==> src/rtl/mod_c_sched.sv <==
// Purpose: round-robin scheduler sharing one combinational mod_c-style compute datapath among NUM_REQ requesters.
// Latency: grant to response is LATENCY+1 cycles for legal codes and 1 cycle for illegal codes (no datapath use).
// Backpressure: a response is held in DONE/ERROR until rsp_ready; no new grant is issued while a response is pending.
//
// Ports:
//   clk, rst                    clock and synchronous active-high reset
//   req_valid/req_code/req_ready per-requester request handshake; req_ready is a combinational one-hot grant
//   dp_c / dp_y                 code driven to and result returned from the shared datapath
//   rsp_valid/rsp_data/rsp_id/rsp_err/rsp_ready  tagged response handshake
//   state_o, err_cnt            registered FSM state and saturating illegal-request count
module mod_c_sched #(
    parameter int NUM_REQ  = 4,
    parameter int LATENCY  = 2,
    parameter int MAX_CODE = 9,
    parameter int IDW      = $clog2(NUM_REQ)
) (
    input  logic                 clk,
    input  logic                 rst,
    input  logic [NUM_REQ-1:0]   req_valid,
    input  logic [4*NUM_REQ-1:0] req_code,
    output logic [NUM_REQ-1:0]   req_ready,
    output logic [3:0]           dp_c,
    input  logic [3:0]           dp_y,
    output logic                 rsp_valid,
    output logic [3:0]           rsp_data,
    output logic [IDW-1:0]       rsp_id,
    output logic                 rsp_err,
    input  logic                 rsp_ready,
    output logic [1:0]           state_o,
    output logic [7:0]           err_cnt
);

    typedef enum logic [1:0] {
        IDLE  = 2'd0,
        BUSY  = 2'd1,
        DONE  = 2'd2,
        ERROR = 2'd3
    } state_t;

    // Counter only has to reach LATENCY-1.
    localparam int CW = (LATENCY > 1) ? $clog2(LATENCY) : 1;
    localparam logic [CW-1:0] CNT_LAST = CW'(LATENCY - 1);

    state_t        state;
    state_t        state_nxt;
    logic [IDW-1:0] ptr;
    logic [CW-1:0]  cnt;

    logic           found;
    logic [IDW-1:0] win;
    logic [IDW-1:0] ptr_nxt;
    logic [3:0]     win_code;
    logic           code_bad;
    int             idx;

    // First valid requester searching upward from the pointer, with wrap.
    always_comb begin
        found = 1'b0;
        win   = '0;
        idx   = 0;
        if (state == IDLE && !rst) begin
            for (int k = 0; k < NUM_REQ; k++) begin
                idx = (int'(ptr) + k) % NUM_REQ;
                if (!found && req_valid[idx]) begin
                    found = 1'b1;
                    win   = IDW'(idx);
                end
            end
        end
    end

    assign req_ready = found ? (NUM_REQ'(1) << win) : '0;
    assign win_code  = req_code[{win, 2'b00} +: 4];
    assign code_bad  = int'(win_code) > MAX_CODE;
    assign ptr_nxt   = IDW'((int'(win) + 1) % NUM_REQ);
    assign rsp_valid = (state == DONE) || (state == ERROR);
    assign state_o   = state;

    always_comb begin
        state_nxt = state;
        case (state)
            IDLE:    if (found) state_nxt = code_bad ? ERROR : BUSY;
            BUSY:    if (cnt == CNT_LAST) state_nxt = DONE;
            DONE,
            ERROR:   if (rsp_ready) state_nxt = IDLE;
            default: state_nxt = IDLE;
        endcase
    end

    always_ff @(posedge clk) begin
        if (rst) begin
            state    <= IDLE;
            ptr      <= '0;
            cnt      <= '0;
            dp_c     <= '0;
            rsp_data <= '0;
            rsp_id   <= '0;
            rsp_err  <= 1'b0;
            err_cnt  <= '0;
        end else begin
            state <= state_nxt;
            case (state)
                IDLE: begin
                    if (found) begin
                        ptr    <= ptr_nxt;
                        rsp_id <= win;
                        if (code_bad) begin
                            // Illegal code never touches the datapath; dp_c keeps the last legal code.
                            rsp_data <= '0;
                            rsp_err  <= 1'b1;
                            if (err_cnt != 8'hFF) err_cnt <= err_cnt + 8'd1;
                        end else begin
                            dp_c <= win_code;
                            cnt  <= '0;
                        end
                    end
                end
                BUSY: begin
                    cnt <= cnt + CW'(1);
                    if (cnt == CNT_LAST) begin
                        rsp_data <= dp_y;
                        rsp_err  <= 1'b0;
                    end
                end
                default: ;
            endcase
        end
    end

endmodule
==> config.mk <==
export PLATFORM = sky130hd
export DESIGN_NAME = mod_c_sched
export DESIGN_NICKNAME = d
export VERILOG_FILES = /design/src/rtl/mod_c_sched.sv
export SDC_FILE = /design/constraint.sdc
export NUM_CORES = 1
export LEC_CHECK = 0
export BUFFER_PORTS_ARGS = -buffer_cell sky130_fd_sc_hd__buf_2
export CORE_MARGIN = 2
export CORE_UTILIZATION = 50
export CTS_BUF_LIST = sky130_fd_sc_hd__clkbuf_4 sky130_fd_sc_hd__clkbuf_8
export DETAILED_ROUTE_END_ITERATION = 6
export PLACE_DENSITY = 0.81
export SLEW_MARGIN = 15
export SYNTH_ARGS = -nofsm -noshare
export SYNTH_HDL_FRONTEND = slang
export SYNTH_SLANG_ARGS = --single-unit
==> constraint.sdc <==
create_clock -name clk -period 3.9 [get_ports clk]
set_clock_uncertainty 0.2 [all_clocks]
set_input_delay 0.585 -clock clk [delete_from_list [all_inputs] [get_ports clk]]
set_output_delay 0.585 -clock clk [all_outputs]
set_load 0.05 [all_outputs]
After elaboration in Yosys (flattened, before gate mapping)
Index checks and enable logic that the tools add are counted.
{"block": "totals", "reg_bits": 24, "inputBits": 27, "wordCells": 96}
{"block": "classes", "n_addsub": 6, "n_lt_le_gt_ge": 5, "n_eq_ne": 9, "n_shift": 2, "mux": 41, "bitwise_logic": 4, "reduce_logical": 21}
{"operator": "two-way mux 1 bit", "count": 20}
{"operator": "two-way mux 2 bit", "count": 9}
{"operator": "two-way mux 4 bit", "count": 4}
{"operator": "variable part select 16 x 5 -> 4 bit", "count": 1}
{"operator": "< comparator 3 x 4 -> 1 bit (second input constant)", "count": 3}
{"operator": "inequality test 2 bit (second input constant)", "count": 5}
{"operator": "AND reduction 3 bit", "count": 3}
{"operator": "adder 8 x 1 -> 8 bit (second input constant)", "count": 1}
{"operator": "binary-select mux 1 bit (select 2 bit)", "count": 4}
{"operator": "inequality test 8 bit (second input constant)", "count": 1}
{"operator": "one-hot mux 4 bit (2 select lines)", "count": 1}
{"operator": "AND reduction 4 bit", "count": 2}
{"operator": "OR reduction 2 bit", "count": 4}
{"operator": "one-hot mux 2 bit (3 select lines)", "count": 1}
{"operator": "adder 2 x 1 -> 2 bit (second input constant)", "count": 2}
{"operator": "adder 2 bit (second input constant)", "count": 2}
{"operator": "== test 2 bit (second input constant)", "count": 2}
{"operator": "greater-than comparator 4 bit (second input constant)", "count": 1}
{"operator": "logical AND 1 bit", "count": 4}
{"operator": "logical NOT 1 bit", "count": 4}
{"operator": "one-hot mux 1 bit (2 select lines)", "count": 2}
{"operator": "<< shifter 1 x 2 -> 4 bit (first input constant)", "count": 1}
{"operator": "bitwise AND 1 bit (first input constant)", "count": 3}
{"operator": "< comparator 2 x 3 -> 1 bit (second input constant)", "count": 1}
{"operator": "7 further kinds", "count": 7}

Logic depth before layout (Yosys ltp)
{"block": "logic_depth", "depth_word": 22, "mapped_depth": 10}

Worst setup path before layout
OpenSTA, ideal clock, no wires.
{"block": "synth_path", "path_type": "input-to-reg", "start": "input port rst", "end": "register err_cnt[4]", "arrival_time_ns": 2.750, "setup_slack_ns": 0.879, "cell_stages": 8, "n_path_buf": 2, "cell_sequence": "clkbuf_1 > or3_1 > a221oi_4 > mux2i_1 > o211ai_2 > buf_6 > or3_1 > a21oi_1"}
{"block": "synth_via", "elab_chain_len": 6, "elab_cells_between_ends": 7}
{"element": "start, declared", "line": "18", "rtl": "input logic rst,"}
{"element": "logical NOT 1 bit", "line": "61", "rtl": "if (state == IDLE && !rst) begin"}
{"element": "logical AND 1 bit", "line": "61"}
{"element": "two-way mux 2 bit", "line": "61"}
{"element": "net win[1]", "line": "50", "rtl": "logic [IDW-1:0] win;"}
{"element": "variable part select 16 x 5 -> 4 bit", "line": "73", "rtl": "assign win_code = req_code[{win, 2'b00} +: 4];"}
{"element": "greater-than comparator 4 bit", "line": "74", "rtl": "assign code_bad = int'(win_code) > MAX_CODE;"}
{"element": "AND reduction 4 bit (no source line)"}
{"element": "end signal, assigned", "line": "111", "rtl": "if (err_cnt != 8'hFF) err_cnt <= err_cnt + 8'd1;"}
{"element": "end, declared", "line": "30", "rtl": "output logic [7:0] err_cnt"}
The timed path passes the listed nets, and every way through them passes these cells.
A chain may end at the register's enable or synchronous reset.

Worst setup path after layout
{"block": "layout_path", "start": "register state[1], in the netlist state_o[1]", "end": "output port req_ready[0]"}
{"block": "layout_via", "elab_chain_len": 5, "elab_cells_between_ends": 6}
{"element": "start, declared", "line": "44", "rtl": "state_t state;"}
{"element": "start signal, assigned", "line": "101", "rtl": "state <= state_nxt;"}
{"element": "logical NOT 2 bit *", "line": "61"}
{"element": "logical AND 1 bit *", "line": "61"}
{"element": "two-way mux 2 bit", "line": "61"}
{"element": "<< shifter 1 x 2 -> 4 bit", "line": "72", "rtl": "assign req_ready = found ? (NUM_REQ'(1) << win) : '0;"}
{"element": "two-way mux 4 bit *", "line": "72"}
{"element": "end, declared", "line": "21", "rtl": "output logic [NUM_REQ-1:0] req_ready,"}
Mark *: on every way between the ends. The rest lies on a longest branch, timed or not.

==> impl_metrics.py <==
metrics = {
    "cts": {
        "clk_latency_ns": 0.31,
        "post_cts_resized": 0,
        "postCtsHoldBufs": 0,
        "post-cts-setup-buffers": 0,
        "cts_tree": "yes",
        "clk_path_buf_depth": 2,
        "clk_pin_slew_worst_paths_ns": 0.12,
        "cts_root_buffer": "clkbuf_4",
        "cts_buffers": 3,
        "cts.sinks": 24,
        "htreeDepth": 1,
    },
    "floorplanning": {
        "die_w_um": 57.1,
        "start_util_pct": 51.9,
        "pin_count": 53,
        "core_um2": 2710,
        "dieArea_um2": 3260,
        "die_h_um": 57.1,
        "rows": 19,
    },
    "worst_setup_path": {
        "crit_family": "simple AND/OR/NAND/NOR gates",
        "worstSetupPathType": "register to primary output",
        "crit_arrival_ns": 2.76,
        "path_buf_inv": 2,
        "path_cells": "nor3_4, nand2_2, nor4_4, inv_1, ha_1, and3_1, buf_2",
        "path_max_fanout": 13,
        "cp_slowest_cell": "nor4_4",
        "required_ns": 3.12,
        "max_stage_delay_ns": 0.79,
        "start_kind": "register",
        "cp-end-kind": "primary output",
    },
    "yosys": {
        "ys_top_cells_by_count": "dfxtp_1 (24), a21oi_1 (16), o21ai_0 (16)",
        "synth_top_area_share_pct": 34.1,
        "syn_inst": 165,
        "ys_seq_area_share_pct": 34.1,
        "synth_xor_area_share_pct": 0.622,
        "syn-cell-area_um2": 1410,
        "yosys-top-cells-area": "dfxtp_1 (34%), mux2i_1 (7.8%), a21oi_1 (5.7%)",
        "synth-compound-area-share_pct": 21.4,
        "ys_ff_latch": 24,
        "synth-simple-area-share_pct": 22.6,
        "synth_edf_count": 0,
        "synth_top_area_cell": "dfxtp_1",
        "synth_mux_area_share_pct": 11.2,
        "synth_nets": 197,
        "synthArstFlopShare_pct": 0,
        "ys.flop_type": "dfxtp_1",
        "avgSynthCellArea_um2": 8.53,
        "synth_most_common_cell": "dfxtp_1",
        "yosysUniqueCellTypes": 42,
        "post_synth_fa_ha_maj_area_fraction_pct": 4.44,
        "yosys_warnings": 0,
        "synth_top_family_by_area": "simple AND/OR/NAND/NOR gates",
    },
    "detailed_routing": {
        "ant_nets": 0,
        "vias": 1366,
        "wl_per_cell_um": 12.6,
        "drt_iter0_markers": 50,
        "vias_per_cell": 5.53,
        "routed_wl_um": 3110,
        "dr.pass1.iters": 4,
        "drc": 0,
    },
    "sta": {
        "worst_pin_slew_ns": 0.858,
        "finalSetupViolCount": 0,
        "period_share_pct": 91.0,
        "rsz0062_at_grt": "no",
        "drv_slew": 0,
        "slew_headroom_pct": 42.4,
        "fin_setup_tns_ns": 0,
        "hold_viol": 0,
        "fin_crit_ns": 3.55,
        "fin_ws_ns": 0.351,
        "fmaxAchievable_ghz": 0.282,
    },
    "power": {
        "internal-power_mw": 0.398,
        "p_total_mw": 0.675,
        "power.density_nw_per_um2": 395,
        "sequentialPowerShare_pct": 44.0,
        "power_switching_mw": 0.277,
        "swShare_pct": 41.1,
        "clkPwrFrac_pct": 16.0,
        "p_leak_nw": 0.757,
        "worst_ir_drop_vdd_v": 0.000353,
        "power_frac_comb_pct": 40.0,
    },
    "outcome": {
        "status": "finished, final reports clean",
    },
    "flow_run": {
        "max_cap_viol_count": 0,
    },
    "global_route": {
        "antenna_found_initial": 0,
        "grt_max_degree": 20,
        "grt_pass1_vias": 1214,
        "grtUsageTotal_pct": 19.5,
        "grt_pass1_wl_um": 5130,
        "gr-total-overflow": 0,
    },
    "layout": {
        "num_antenna_cells": 0,
        "layout-drive-gt1-share_pct": 31.0,
        "area_growth_pct": 21.5,
        "nets": 250,
    },
    "placed_design": {
        "place_ws_ns": 0.321,
        "port_buffers": 52,
        "dp_hpwl_um": 2410,
        "gp_congestion": 0.800,
    },
    "hold_path": {
        "hp-class": "input pin to register",
    },
}
[placed cells by master, fill, tap and decap left out, drive strengths merged, types with 3 or more instances in the layout]
cell	count
inv	10
and3	5
buf	55
clkbuf	3
a21oi	16
nand3	5
nand2	15
nand2b	4
nor2	9
nor3	5
or3	5
o21ai	16
mux2i	13
ha	5
dfxtp	24
[cell families after synthesis]
logic type / count (synthesis)
mux: 14
compound gates: 47
xor+xnor: 1
fa+ha+maj: 5
buf+inv: 17
flops: 24
simple gates: 57
[state kept, by name, indices dropped and copies added, names as in the netlist]
register and count:
rsp_id 2, state_o 2, rsp_data 4, dp_c 4, ptr 2, err_cnt 8, cnt 1, rsp_err 1
[worst min-delay path, cell delays in order]
cell,delay [ns]
buf_2,0.07
nand2_1,0.03
o21ai_0,0.06
[path summary, 6_finish.rpt]
| check | startpoint | end | slack, ns | depth (start not counted) |
|---|---|---|---|---|
| min | dp_y[3] | rsp_data[3]$_SDFFE_PP0P_ | 0.26 | 3 |
| min reg2reg | dp_c[1]$_SDFFE_PP0P_ | dp_c[1]$_SDFFE_PP0P_ | 0.28 | 2 |
| max | state_o[1]$_SDFFE_PP0P_ | req_ready[0] | 0.35 | 7 |
| max reg2reg | state_o[1]$_SDFFE_PP0P_ | err_cnt[5]$_SDFFE_PP0P_ | 0.47 | 8 |
[power by group through the flow]
stage	Clock (mW)	Combinational [mW]	Sequential [mW]
floorplan	0	0.158	0.353
global placement	0	0.265	0.303
detailed placement	0	0.270	0.303
CTS	0.113	0.271	0.297
global route	0.123	0.292	0.303
finish	0.108	0.270	0.297
[per-stage QoR]
step           hold WS, ns  utilization [%]  area, um2  std cells
6_report             0.263             63.1       1710        247
5_1_grt              0.259             63.1       1710        247
4_1_cts              0.251             63.1       1710        247
3_5_place_dp         0.257             62.3       1690        244
3_3_place_gp         0.254             62.3       1690        244
2_1_floorplan        0.287                -       1410        165
[area by class of cell]
class | count | area [um2]
Multi-Input combinational cell | 124 | 848
Fill cell | 262 | 1000
Timing Repair Buffer | 55 | 283
Sequential cell | 24 | 480
Tap cell | 31 | 38.8
Clock buffer | 3 | 22.5
Inverter | 10 | 37.5
[metal layers]
layer  up-vias  global-route usage (%)  share of wire [%]  wire (um)
met2        34                    32.8                 48       1510
met4         0                    5.98                1.5         48
li1        701                       -                  -          -
met5         -                       0                  0          0
met3         6                    4.31                4.8        148
met1       625                    24.9                 45       1410
(Power assumes the default switching activity.)
